### config.mk
export PLATFORM = sky130hd
export DESIGN_NAME = afifo_wr_arbiter
export DESIGN_NICKNAME = d
export VERILOG_FILES = /design/src/rtl/afifo_wr_arbiter.sv
export SDC_FILE = /design/constraint.sdc
export NUM_CORES = 1
export LEC_CHECK = 0
export ABC_CLOCK_PERIOD_IN_PS = 5550
export CAP_MARGIN = 10
export CORE_MARGIN = 3
export CORE_UTILIZATION = 38
export DETAILED_ROUTE_END_ITERATION = 10
export GPL_TIMING_DRIVEN = 1
export PLACE_DENSITY = 0.9
export REMOVE_ABC_BUFFERS = 1
export SYNTH_ARGS = -nofsm -noshare
export SYNTH_HDL_FRONTEND = slang
export SYNTH_SLANG_ARGS = --single-unit
### constraint.sdc
create_clock -name wclk -period 5.55 [get_ports wclk]
set_input_delay 1.3875 -clock wclk [delete_from_list [all_inputs] [get_ports wclk]]
set_output_delay 1.3875 -clock wclk [all_outputs]
set_load 0.02 [all_outputs]
### src/rtl/afifo_wr_arbiter.sv
// Round-robin arbiter sharing one async-FIFO write port among NUM_REQ requesters.
// Each grant is a burst of up to BURST_MAX words; winc is never issued while wfull is high.
module afifo_wr_arbiter #(
    parameter int DATA_WIDTH = 32,
    parameter int NUM_REQ    = 4,
    parameter int BURST_MAX  = 4,
    parameter int ID_WIDTH   = $clog2(NUM_REQ)
) (
    input  logic                          wclk,
    input  logic                          wrst,
    input  logic [NUM_REQ-1:0]            req_valid,
    input  logic [NUM_REQ*DATA_WIDTH-1:0] req_data,
    output logic [NUM_REQ-1:0]            req_ready,
    input  logic                          wfull,
    output logic                          winc,
    output logic [DATA_WIDTH-1:0]         wdata,
    output logic                          grant_valid,
    output logic [ID_WIDTH-1:0]           grant_id,
    output logic [15:0]                   stall_cnt
);

    typedef enum logic {IDLE, GRANT} state_t;

    localparam logic [7:0]          BURST_LAST = 8'(BURST_MAX - 1);
    localparam logic [ID_WIDTH-1:0] LAST_REQ   = ID_WIDTH'(NUM_REQ - 1);

    state_t              state;
    logic [ID_WIDTH-1:0] last_grant;
    logic [7:0]          burst_cnt;
    logic [ID_WIDTH-1:0] pick_id;
    logic                pick_found;
    logic                cur_valid;

    // Rotating priority search: first valid requester after last_grant, with wrap.
    always_comb begin : pick_blk
        int                  idx;
        logic [ID_WIDTH-1:0] cand;
        // NOTE: every combinational output gets a default first so no path can infer a latch.
        pick_found = 1'b0;
        pick_id    = '0;
        idx        = 0;
        cand       = '0;
        for (int k = 0; k < NUM_REQ; k++) begin
            idx = int'(last_grant) + 1 + k;
            if (idx >= NUM_REQ) idx = idx - NUM_REQ;
            cand = ID_WIDTH'(idx);
            if (!pick_found && req_valid[cand]) begin
                pick_found = 1'b1;
                pick_id    = cand;
            end
        end
    end

    // Write-port steering is combinational so a word moves in the cycle it is offered.
    always_comb begin
        req_ready = '0;
        wdata     = '0;
        cur_valid = req_valid[grant_id];
        if (state == GRANT) begin
            req_ready[grant_id] = !wfull;
            for (int i = 0; i < NUM_REQ; i++) begin
                if (ID_WIDTH'(i) == grant_id) wdata = req_data[i*DATA_WIDTH +: DATA_WIDTH];
            end
        end
    end

    assign winc        = (state == GRANT) && cur_valid && !wfull;
    assign grant_valid = (state == GRANT);

    // NOTE: sequential state uses non-blocking assignments only, so all registers update together.
    always_ff @(posedge wclk or posedge wrst) begin
        if (wrst) begin
            state      <= IDLE;
            last_grant <= LAST_REQ;
            burst_cnt  <= '0;
            grant_id   <= '0;
            stall_cnt  <= '0;
        end else begin
            case (state)
                IDLE: begin
                    if (pick_found) begin
                        grant_id  <= pick_id;
                        burst_cnt <= '0;
                        state     <= GRANT;
                    end
                end
                GRANT: begin
                    if (!cur_valid) begin
                        // A requester that drops valid forfeits the rest of its burst.
                        state      <= IDLE;
                        last_grant <= grant_id;
                    end else if (wfull) begin
                        if (stall_cnt != 16'hFFFF) stall_cnt <= stall_cnt + 16'd1;
                    end else begin
                        burst_cnt <= burst_cnt + 8'd1;
                        if (burst_cnt == BURST_LAST) begin
                            state      <= IDLE;
                            last_grant <= grant_id;
                        end
                    end
                end
            endcase
        end
    end

endmodule

==> results.md, run 1 <==
- Fmax: ~0.21 GHz
- Placed cell area: between 0.004 and 0.005 mm2
- FP Rows: 29
- Cell variety after synth: 50
- Synth warnings: 0
- Hold Violations, Final: 0
- Cell Int Power: 1.123 mW
- Post-Synth XOR/XNOR Area: approximately 5.7%
- Avg Vias per Cell: between 5 and 6
- Flop pwr share: 22.5%
- Fin Hold WS: 0.4849 ns
- CP Data Required Time: 4.16 ns
- Power per cell area: between 400 and 500 mW/mm2
- Layout area overhead: 79.18%
- Number of synthesized register bits: 29
- GRT Total Usage: 25.62%
- Vias in the first global route: 2776
- Dpl ws: around 0.84 ns
- Post-CTS Setup Inserts: 0
- CP Class: in2out
- Main combinational cell family by area after synthesis: multiplexers
- Initial core utilization: 40.11%
- Average wire per standard cell: roughly 22 um
- Relative slew slack: approximately 22%
- Clock Skews: around 0.0053 ns
- Worst setup EP type: output pin
- Status: finished, final reports clean
- Chip Width: 89.04 um
- Routed Wire Length: ~11 mm
- DIE AREA: 0.007927 mm2
- RSZ-0062 raised after global routing: no
- Die Y: 89.04 um
- Finished Layout Cells: 496
- CTS H-Tree Depth: 2
- Hold Buf Count CTS: 0
- Clk buf depth: 2
- DRC viols: 0
- Slew Viols, Final: 0
- Endpoints failing setup: 0
- Synth Area in Compound Gates: roughly 8%
- Sink Count: 29
- Mapped Area: ~0.0026 mm2
- Clock share of power: under 10%
- Worst slew pin tran: ~1.2 ns
- # resized after CTS: 0
- Post-route setup TNS: 0 ns
- Layout cells sized above 1: between 10% and 20%
- Sw frac: 42.38%
- First-pass GRT wire length: between 15 and 20 mm
- Routed Antenna Nets: 0
- Buffers on Ports: 190
- EDFF count, synth: 0
- Core Area: between 0.006 and 0.007 mm2
- Mux cell area share after synthesis: between 30% and 40%
- TritonCTS clock tree: done
- Post-Synth Simple-Gate Area: between 20% and 30%
- Placed cells: 486
- Layout Nets: around 550
- GPL Wtd Cong: between 0.8 and 0.9
- Async S/R FF share, synth: 100.0%
- Initial antenna violation count: 0
- Max VDD drop: around 0.26 mV
- Detail Placement HPWL: 8.714 mm
- P_sw: a little over 800 uW
- Total grt overflow: 0
- Largest net degree at the start of global routing: between 40 and 50
- Root Buffer: clkbuf_8
- Post-Synth Adder-Cell Area: 0.9551%
- Final worst path period share: a little under nine tenths
- Final worst slack: around 0.83 ns
- Crit path DAT: roughly 3.3 ns
- Critical path peak fanout: 7
- First-pass DRT Iterations: 4
- Post-Layout Inst Area: 0.004695 mm2
- Fillcell total: ~470
- Top FF cell, synth: dfrtp_1
- Ports: approximately 190
- Routed via count: 2815
- Worst-Skew Late Latency: between 0.2 and 0.3 ns
- Comb pwr share: around two thirds
- Leak pwr: approximately 1.8 nW
- DR iter-0 viols: 112
- TritonCTS Buffers: 5
- Layout Utilization: 71.88%
- Post-synthesis instance total: 232
- Seq/Total Area, Yosys: 27.79%
- Power Total: 1.948 mW
- Min Tclk post-route: around 4.7 ns
- Mean area per synthesized cell: around 11 um2
- Max Cap Viol: 0
- Clk pin slew, worst setup/hold paths: approximately 0.06 ns
- Worst Setup Start Kind: primary input
- Hold crit path type: reg2reg
cells in the mapped netlist (all sizes together), types with 5 or more instances:
library cell	number	share of area [%]
mux4	33	28
nand3	11	2.3
a211oi	7	2.4
and2	34	8.1
nor2	9	1.4
nand2	17	2.4
xor2	15	5.0
buf	9	1.9
mux2i	6	2.3
nor3	5	1.1
clkbuf	6	0.86
inv	5	0.72
dfrtp	27	26
state kept, by name, summed over array words and instances (netlist names):
name,cells
burst_cnt,8
grant_id,2
grant_valid,1
last_grant,2
stall_cnt,16
final timing paths:
kind                            slack (ns)  cells past startpoint    startpoint            end
worst max-delay path                  0.83                      5  req_valid[3]           winc
max in group asynchronous             3.64                      3          wrst  last_grant[0]
worst max register to register        3.00                      4   grant_valid   stall_cnt[1]
worst min register to register        0.48                      1  burst_cnt[7]   burst_cnt[7]
worst min-delay path                  0.48                      1  burst_cnt[7]   burst_cnt[7]
min in group asynchronous             1.39                      2          wrst  stall_cnt[13]
final cells by class:
type	count	area, um2	area share, %
antenna	1	2.502	0.05330
sequential	29	730.7	15.57
inverter	5	18.77	0.3998
tap	77	96.34	2.052
timing repair buffer	193	1944	41.42
clock buffer	7	96.34	2.052
multi-input combinational	183	1800	38.35
clock inverter	1	5.005	0.1066
worst max-delay path, stage by stage:
cell and delay (ns):
clkdlybuf4s50_1 0.52, mux4_2 0.57, nand2_1 0.19, inv_1 0.12, clkdlybuf4s50_1 0.55
cell families after synthesis:
logic type | Yosys count
compound gates | 24
xor+xnor | 17
fa+ha+maj | 2
buf+inv | 20
flops | 29
mux | 42
simple gates | 98
per-layer routing:
layer,vias to the layer above,GRT usage [%],routed length [um]
met2,130,44.47,5618
met1,1398,31.34,4001
met3,20,6.175,952
met5,-,0,0
met4,0,8.390,300
li1,1267,-,-
power groups by stage:
stage / clock [mW] / sequential (mW) / combinational [mW]
floorplan: 0 / 0.463 / 0.681
global placement: 0 / 0.435 / 1.29
detailed placement: 0 / 0.439 / 1.32
CTS: 0.196 / 0.437 / 1.33
global route: 0.206 / 0.459 / 1.39
finish: 0.191 / 0.438 / 1.32
placed cells by master (no fill, tap or decap), types with 2 or more instances in the layout:
master,count
clkdlybuf4s50_1,190
and2_1,34
mux4_2,33
dfrtp_1,25
nand2_1,17
xor2_1,15
nand3_1,10
nor2_1,8
clkbuf_8,7
mux2i_1,6
inv_1,5
a211oi_1,5
nand4_1,4
nor3_1,4
nor4_1,3
and4_1,3
and3_1,2
nand2b_1,2
nand4b_1,2
xnor2_1,2
mux2_2,2
a31oi_1,2
a21oi_1,2
a211oi_2,2
a2111oi_2,2
ha_1,2
dfrtp_2,2
dfstp_2,2
buf_4,2
Power figures use the tool's default switching activity.
==> run 2, diff against run 1 <==
SLEW_MARGIN = 20   (was not set)
==> results.md, run 2 (synthesis results as in run 1) <==
- Hold Buf Count CTS: 0 (unchanged)
- Final worst slack: 0.8174 ns (-0.01031 ns)
- Core Area: 0.006531 mm2 (unchanged)
- Final worst path period share: 85.27% (+0.19 points)
- # resized after CTS: 0 (unchanged)
- Post-CTS Setup Inserts: 0 (unchanged)
- DIE AREA: 0.007927 mm2 (unchanged)
- Power per cell area: 417.0 mW/mm2 (+0.48%)
- Sink Count: 29 (unchanged)
- Layout area overhead: 78.18%
- Buffers on Ports: 190 (unchanged)
- GPL Wtd Cong: 0.8262 (unchanged)
- TritonCTS clock tree: done
- RR Endpoint: stall_cnt[1]
- RSZ-0062 raised after global routing: no
- Layout cells sized above 1: 14.87% (+0.27 points)
- R2R cell count: 4 (unchanged)
- CP Cell Sequence: clkdlybuf4s50_1 -> mux4_2 -> nand2_1 -> inv_1 -> clkdlybuf4s50_1
- Layout Nets: 553 (-0.18%)
- Post-route setup TNS: 0 ns (unchanged)
- Ports: 191 (unchanged)
- Initial core utilization: 40.11% (unchanged)
- Worst slew pin tran: 0.9168 ns (-0.2467 ns)
- Most flops, register: stall_cnt
- Max incr delay on CP: 0.57 ns (about the same)
- Routed Wire Length: 10.82 mm (-0.49%)
- Status: finished, final reports clean
- CTS H-Tree Depth: 2 (unchanged)
- Cell mode on critical path: clkdlybuf4s50_1
- Die Y: 89.04 um (unchanged)
- Average wire per standard cell: 21.86 um (-0.29%)
- Clk buf depth: 2 (unchanged)
- Routed via count: 2792 (-0.82%)
- Critical path peak fanout: 7 (unchanged)
- GRT Total Usage: 25.62% (unchanged)
- Dpl ws: 0.8447 ns (unchanged)
- DRC viols: 0 (unchanged)
- Worst setup EP type: output pin
- Hold Violations, Final: 0 (unchanged)
- Chip Width: 89.04 um (unchanged)
- Clk pin slew, worst setup/hold paths: 0.06 ns (about the same)
- Max Cap Viol: 0 (unchanged)
- CP Data Required Time: 4.16 ns (about the same)
- Slew Viols, Final: 0 (unchanged)
- FP Rows: 29 (unchanged)
- Clock Skews: 0.007197 ns (+0.001940 ns)
- Max VDD drop: 0.2530 mV (-3.4%)
- Fmax: 0.2113 GHz (-0.22%)
- First-pass DRT Iterations: 4 (unchanged)
- Endpoints failing setup: 0 (unchanged)
- Setup crit start: req_valid[3]
- Detail Placement HPWL: 8.714 mm (unchanged)
- Power Total: 1.947 mW (about the same)
- Worst Setup Start Kind: primary input
- Slowest-stage cell, CP: mux4_2
- Leading cell type in the layout, fill and taps excluded: clkdlybuf4s50_1
- Largest net degree at the start of global routing: 43 (unchanged)
- TritonCTS Buffers: 5 (unchanged)
- Vias in the first global route: 2776 (unchanged)
- CP Class: in2out
- Relative slew slack: 38.88% (+16 points)
- Worst reg2reg setup slack: 3.08 ns (+0.08 ns)
- Most frequent cells in the layout: 190 x clkdlybuf4s50_1, 34 x and2_1, 33 x mux4_2, 24 x dfrtp_1, 17 x nand2_1
- Initial antenna violation count: 0 (unchanged)
- Crit path DAT: 3.35 ns (+0.02 ns)
- Layout Utilization: 71.48% (-0.40 points)
- Worst-Skew Late Latency: 0.28 ns (about the same)
- Crit path to: winc
- Leak pwr: 1.794 nW (-0.80%)
- Biggest regs: stall_cnt: 16 flops, burst_cnt: 8 flops
- First-pass GRT wire length: 15.17 mm (unchanged)
- Hold crit path type: reg2reg
- Routed Antenna Nets: 0 (unchanged)
- DR iter-0 viols: 105 (-6.3%)
- Total grt overflow: 0 (unchanged)
- Min Tclk post-route: 4.733 ns (+0.01031 ns)
- Avg Vias per Cell: 5.640 (-0.62%)
- Root Buffer: clkbuf_8
- Reg2reg start: grant_id[1]
- Number of flip-flops in the largest register: 16 (unchanged)
## run 2: cell count changes in the layout (fill, tap and decap cells not counted), sizes merged
cell | before | now
buf | 3 | 2
## run 2: report_power, final
| group | internal, mW | switching, mW | total, mW |
|---|---|---|---|
| combinational | 0.743 | 0.573 | 1.32 |
| sequential | 0.266 | 0.173 | 0.439 |
| clock | 0.112 | 0.0793 | 0.191 |
| total | 1.12 | 0.826 | 1.95 |
## run 2: final cells by class
class	count	area, um2
antenna	1	2.502
fill	470	1863
tap	77	96.34
sequential	29	732.0
clock inverter	1	5.005
inverter	5	18.77
clock buffer	7	96.34
multi-input combinational	183	1800
timing repair buffer	192	1917
## run 2: layer usage
metal | vias to the layer above | GRT usage (%) | part of all wire, %
met2 | 134 | 44.47 | 52
met4 | 0 | 8.390 | 2.9
met3 | 20 | 6.175 | 8.4
met1 | 1377 | 31.34 | 37
met5 | - | 0 | 0
li1 | 1261 | - | -
## run 2: worst min-delay path by stage
stage          slack (ns)  depth (start not counted)           end    startpoint
2_1_floorplan        0.44                          1  burst_cnt[7]  burst_cnt[7]
3_3_place_gp         0.47                          1  burst_cnt[7]  burst_cnt[7]
3_5_place_dp         0.48                          1  burst_cnt[7]  burst_cnt[7]
4_1_cts              0.48                          1  burst_cnt[7]  burst_cnt[7]
5_1_grt              0.51                          1  burst_cnt[7]  burst_cnt[7]
6_report             0.49                          1  burst_cnt[7]  burst_cnt[7]
## run 2: critical path: cells and delay by family
| kind | cells | cell delay, ns |
|---|---|---|
| buffers and inverters | 3 | 1.19 |
| multiplexers | 1 | 0.57 |
| AND/OR/NAND/NOR | 1 | 0.19 |
## run 2: per-stage QoR
step	instances	instance area, um2	hold slack [ns]
floorplan	217	2547	0.4445
global placement	486	4563	0.4670
detailed placement	486	4563	0.4756
CTS	494	4664	0.4840
global route	494	4666	0.5125
finish	495	4668	0.4878
==> run 3, diff against run 2 <==
CORE_MARGIN = 10   (was 3)
REMOVE_ABC_BUFFERS = not set   (was 1)
==> results.md, run 3 (synthesis results as in run 1) <==
- Status: finished, final reports clean
- DRC viols: 0 (unchanged)
- RR Endpoint: stall_cnt[1]
- Total grt overflow: 0 (unchanged)
- Fmax: 0.2125 GHz (+0.57%)
- Biggest regs: stall_cnt: 16 flops, burst_cnt: 8 flops
- Hold path startpoint: burst_cnt[7]
- CP Class: in2out
- Max incr delay on CP: 0.56 ns (about the same)
- Power per cell area: 408.3 mW/mm2 (-2.1%)
- Sw frac: 42.56% (+0.15 points)
- Slowest-stage cell, CP: mux4_2
- Final worst path period share: 84.79% (-0.48 points)
- CTS H-Tree Depth: 2 (unchanged)
- Hold path cells: 1 (unchanged)
- Leak pwr: 1.787 nW (-0.44%)
- Worst reg2reg setup slack: 3.41 ns (+0.33 ns)
- Post-CTS Setup Inserts: 0 (unchanged)
- Flop pwr share: 21.7% (-0.8 points)
- Avg Vias per Cell: 5.520 (-2.1%)
- Initial antenna violation count: 0 (unchanged)
- Min Tclk post-route: 4.706 ns (-0.02679 ns)
- CP Data Required Time: 4.16 ns (about the same)
- FP Rows: 30 (+3.4%)
- Leading cell type in the layout, fill and taps excluded: clkdlybuf4s50_1
- Root Buffer: clkbuf_8
- Clk pin slew, worst setup/hold paths: 0.06 ns (about the same)
- Sink Count: 29 (unchanged)
- Finished Layout Cells: 498 (+0.61%)
- Chip Width: 103.0 um (+16%)
- Critical path peak fanout: 7 (unchanged)
- Most frequent cells in the layout: 190 x clkdlybuf4s50_1, 34 x and2_1, 33 x mux4_2, 25 x dfrtp_1, 17 x nand2_1
- Routed Wire Length: 11.73 mm (+8.4%)
- Initial core utilization: 38.78% (-1.3 points)
- Worst setup EP type: output pin
- TritonCTS Buffers: 5 (unchanged)
- Layout cells sized above 1: 14.39% (-0.48 points)
- GRT Total Usage: 21.32% (-4.3 points)
- Layout area overhead: 77.55%
- R2R cell count: 4 (unchanged)
- Max VDD drop: 0.2474 mV (-2.2%)
- Clock Skews: 0.007095 ns (-0.0001019 ns)
- Ports: 191 (unchanged)
- Relative slew slack: 52.21% (+13 points)
- P_sw: 808.5 uW (-2.1%)
- Post-route setup TNS: 0 ns (unchanged)
- Slew Viols, Final: 0 (unchanged)
- TritonCTS clock tree: done
- First-pass DRT Iterations: 4 (unchanged)
- Die Y: 103.0 um (+16%)
- GPL Wtd Cong: 0.8690 (+5.2%)
- Largest net degree at the start of global routing: 43 (unchanged)
- Hold Path End: burst_cnt[7]
- Routed Antenna Nets: 0 (unchanged)
- DIE AREA: 0.01062 mm2 (+34%)
- Number of flip-flops in the largest register: 16 (unchanged)
- Worst-Skew Late Latency: 0.28 ns (about the same)
- Average wire per standard cell: 23.56 um (+7.8%)
- Routed via count: 2749 (-1.5%)
- Hold crit path type: reg2reg
- Buffers on Ports: 190 (unchanged)
- Placed cell area: 0.004566 mm2 (about the same)
- Hold Buf Count CTS: 0 (unchanged)
- Cell mode on critical path: clkdlybuf4s50_1
- RSZ-0062 raised after global routing: no
- Power Total: 1.899 mW (-2.4%)
- Core Area: 0.006756 mm2 (+3.4%)
- Most flops, register: stall_cnt
- First-pass GRT wire length: 17.13 mm (+13%)
- CP Cell Sequence: clkdlybuf4s50_1 -> mux4_2 -> nand2_1 -> inv_1 -> clkdlybuf4s50_1
- Worst slew pin tran: 0.7168 ns (-0.2000 ns)
- Max Cap Viol: 0 (unchanged)
- Reg2reg start: grant_valid
- Clock share of power: 8.6% (-1.2 points)
- Crit path DAT: 3.32 ns (-0.03 ns)
- # resized after CTS: 0 (unchanged)
- Endpoints failing setup: 0 (unchanged)
- Vias in the first global route: 2877 (+3.6%)
- Comb pwr share: 69.7% (+2.1 points)
- DR iter-0 viols: 151 (+44%)
- Clk buf depth: 2 (unchanged)
- Worst Setup Start Kind: primary input
- Placed cells: 489 (+0.62%)
- Mapped Nets: between 300 and 400
- Hold Violations, Final: 0 (unchanged)
- Detail Placement HPWL: 9.840 mm (+13%)
- Layout Nets: 553 (unchanged)
- Cell Int Power: 1.091 mW (-2.7%)
- Post-Layout Inst Area: 0.004652 mm2 (-0.35%)
run 3: worst max-delay path, delay by kind of cell:
family                 cells  cell delay, ns
and+or+nand+nor            1            0.19
buffers and inverters      3            1.18
muxes                      1            0.56
run 3: layout make-up:
cell class                 instances  area (um2)
antenna                            1       2.502
multi-input combinational        183        1800
tap                               80       100.1
timing repair buffer             192        1917
fill                             510        2105
sequential                        29       730.7
clock buffer                       6       72.57
clock inverter                     2       10.01
inverter                           5       18.77
run 3: layer usage:
| layer | GRT usage [%] | part of all wire (%) | vias to the layer above | wire length (um) |
|---|---|---|---|---|
| met5 | 0 | 0 | - | 0 |
| met4 | 10.48 | 4.6 | 0 | 543 |
| met3 | 10.25 | 13 | 29 | 1492 |
| met2 | 37.20 | 50 | 124 | 5885 |
| met1 | 20.60 | 32 | 1331 | 3810 |
| li1 | - | - | 1265 | - |
run 3: how the worst max path moves through the flow:
stage	slack [ns]	to	cells after the start	startpoint
global placement	0.90	winc	5	req_valid[3]
global route	0.74	winc	5	req_valid[3]
floorplan	2.00	winc	3	req_valid[3]
detailed placement	0.84	winc	5	req_valid[3]
finish	0.84	winc	5	req_valid[3]
CTS	0.84	winc	5	req_valid[3]
run 3: stage by stage:
step / hold WS [ns] / util, % / worst slack, ns
final: 0.4827 / 68.85 / 0.8442
after global routing: 0.5298 / 68.81 / 0.7383
after CTS: 0.4851 / 68.80 / 0.8418
after detailed placement: 0.4765 / 67.57 / 0.8405
after global placement: 0.4679 / 67.57 / 0.8961
after floorplan: 0.4445 / - / 2.001
run 3: power groups by stage:
| stage | Clock [mW] | Sequential [mW] | Combinational (mW) |
|---|---|---|---|
| floorplan | 0 | 0.365 | 0.803 |
| global placement | 0 | 0.414 | 1.31 |
| detailed placement | 0 | 0.415 | 1.34 |
| CTS | 0.169 | 0.414 | 1.34 |
| global route | 0.180 | 0.435 | 1.40 |
| finish | 0.163 | 0.412 | 1.32 |
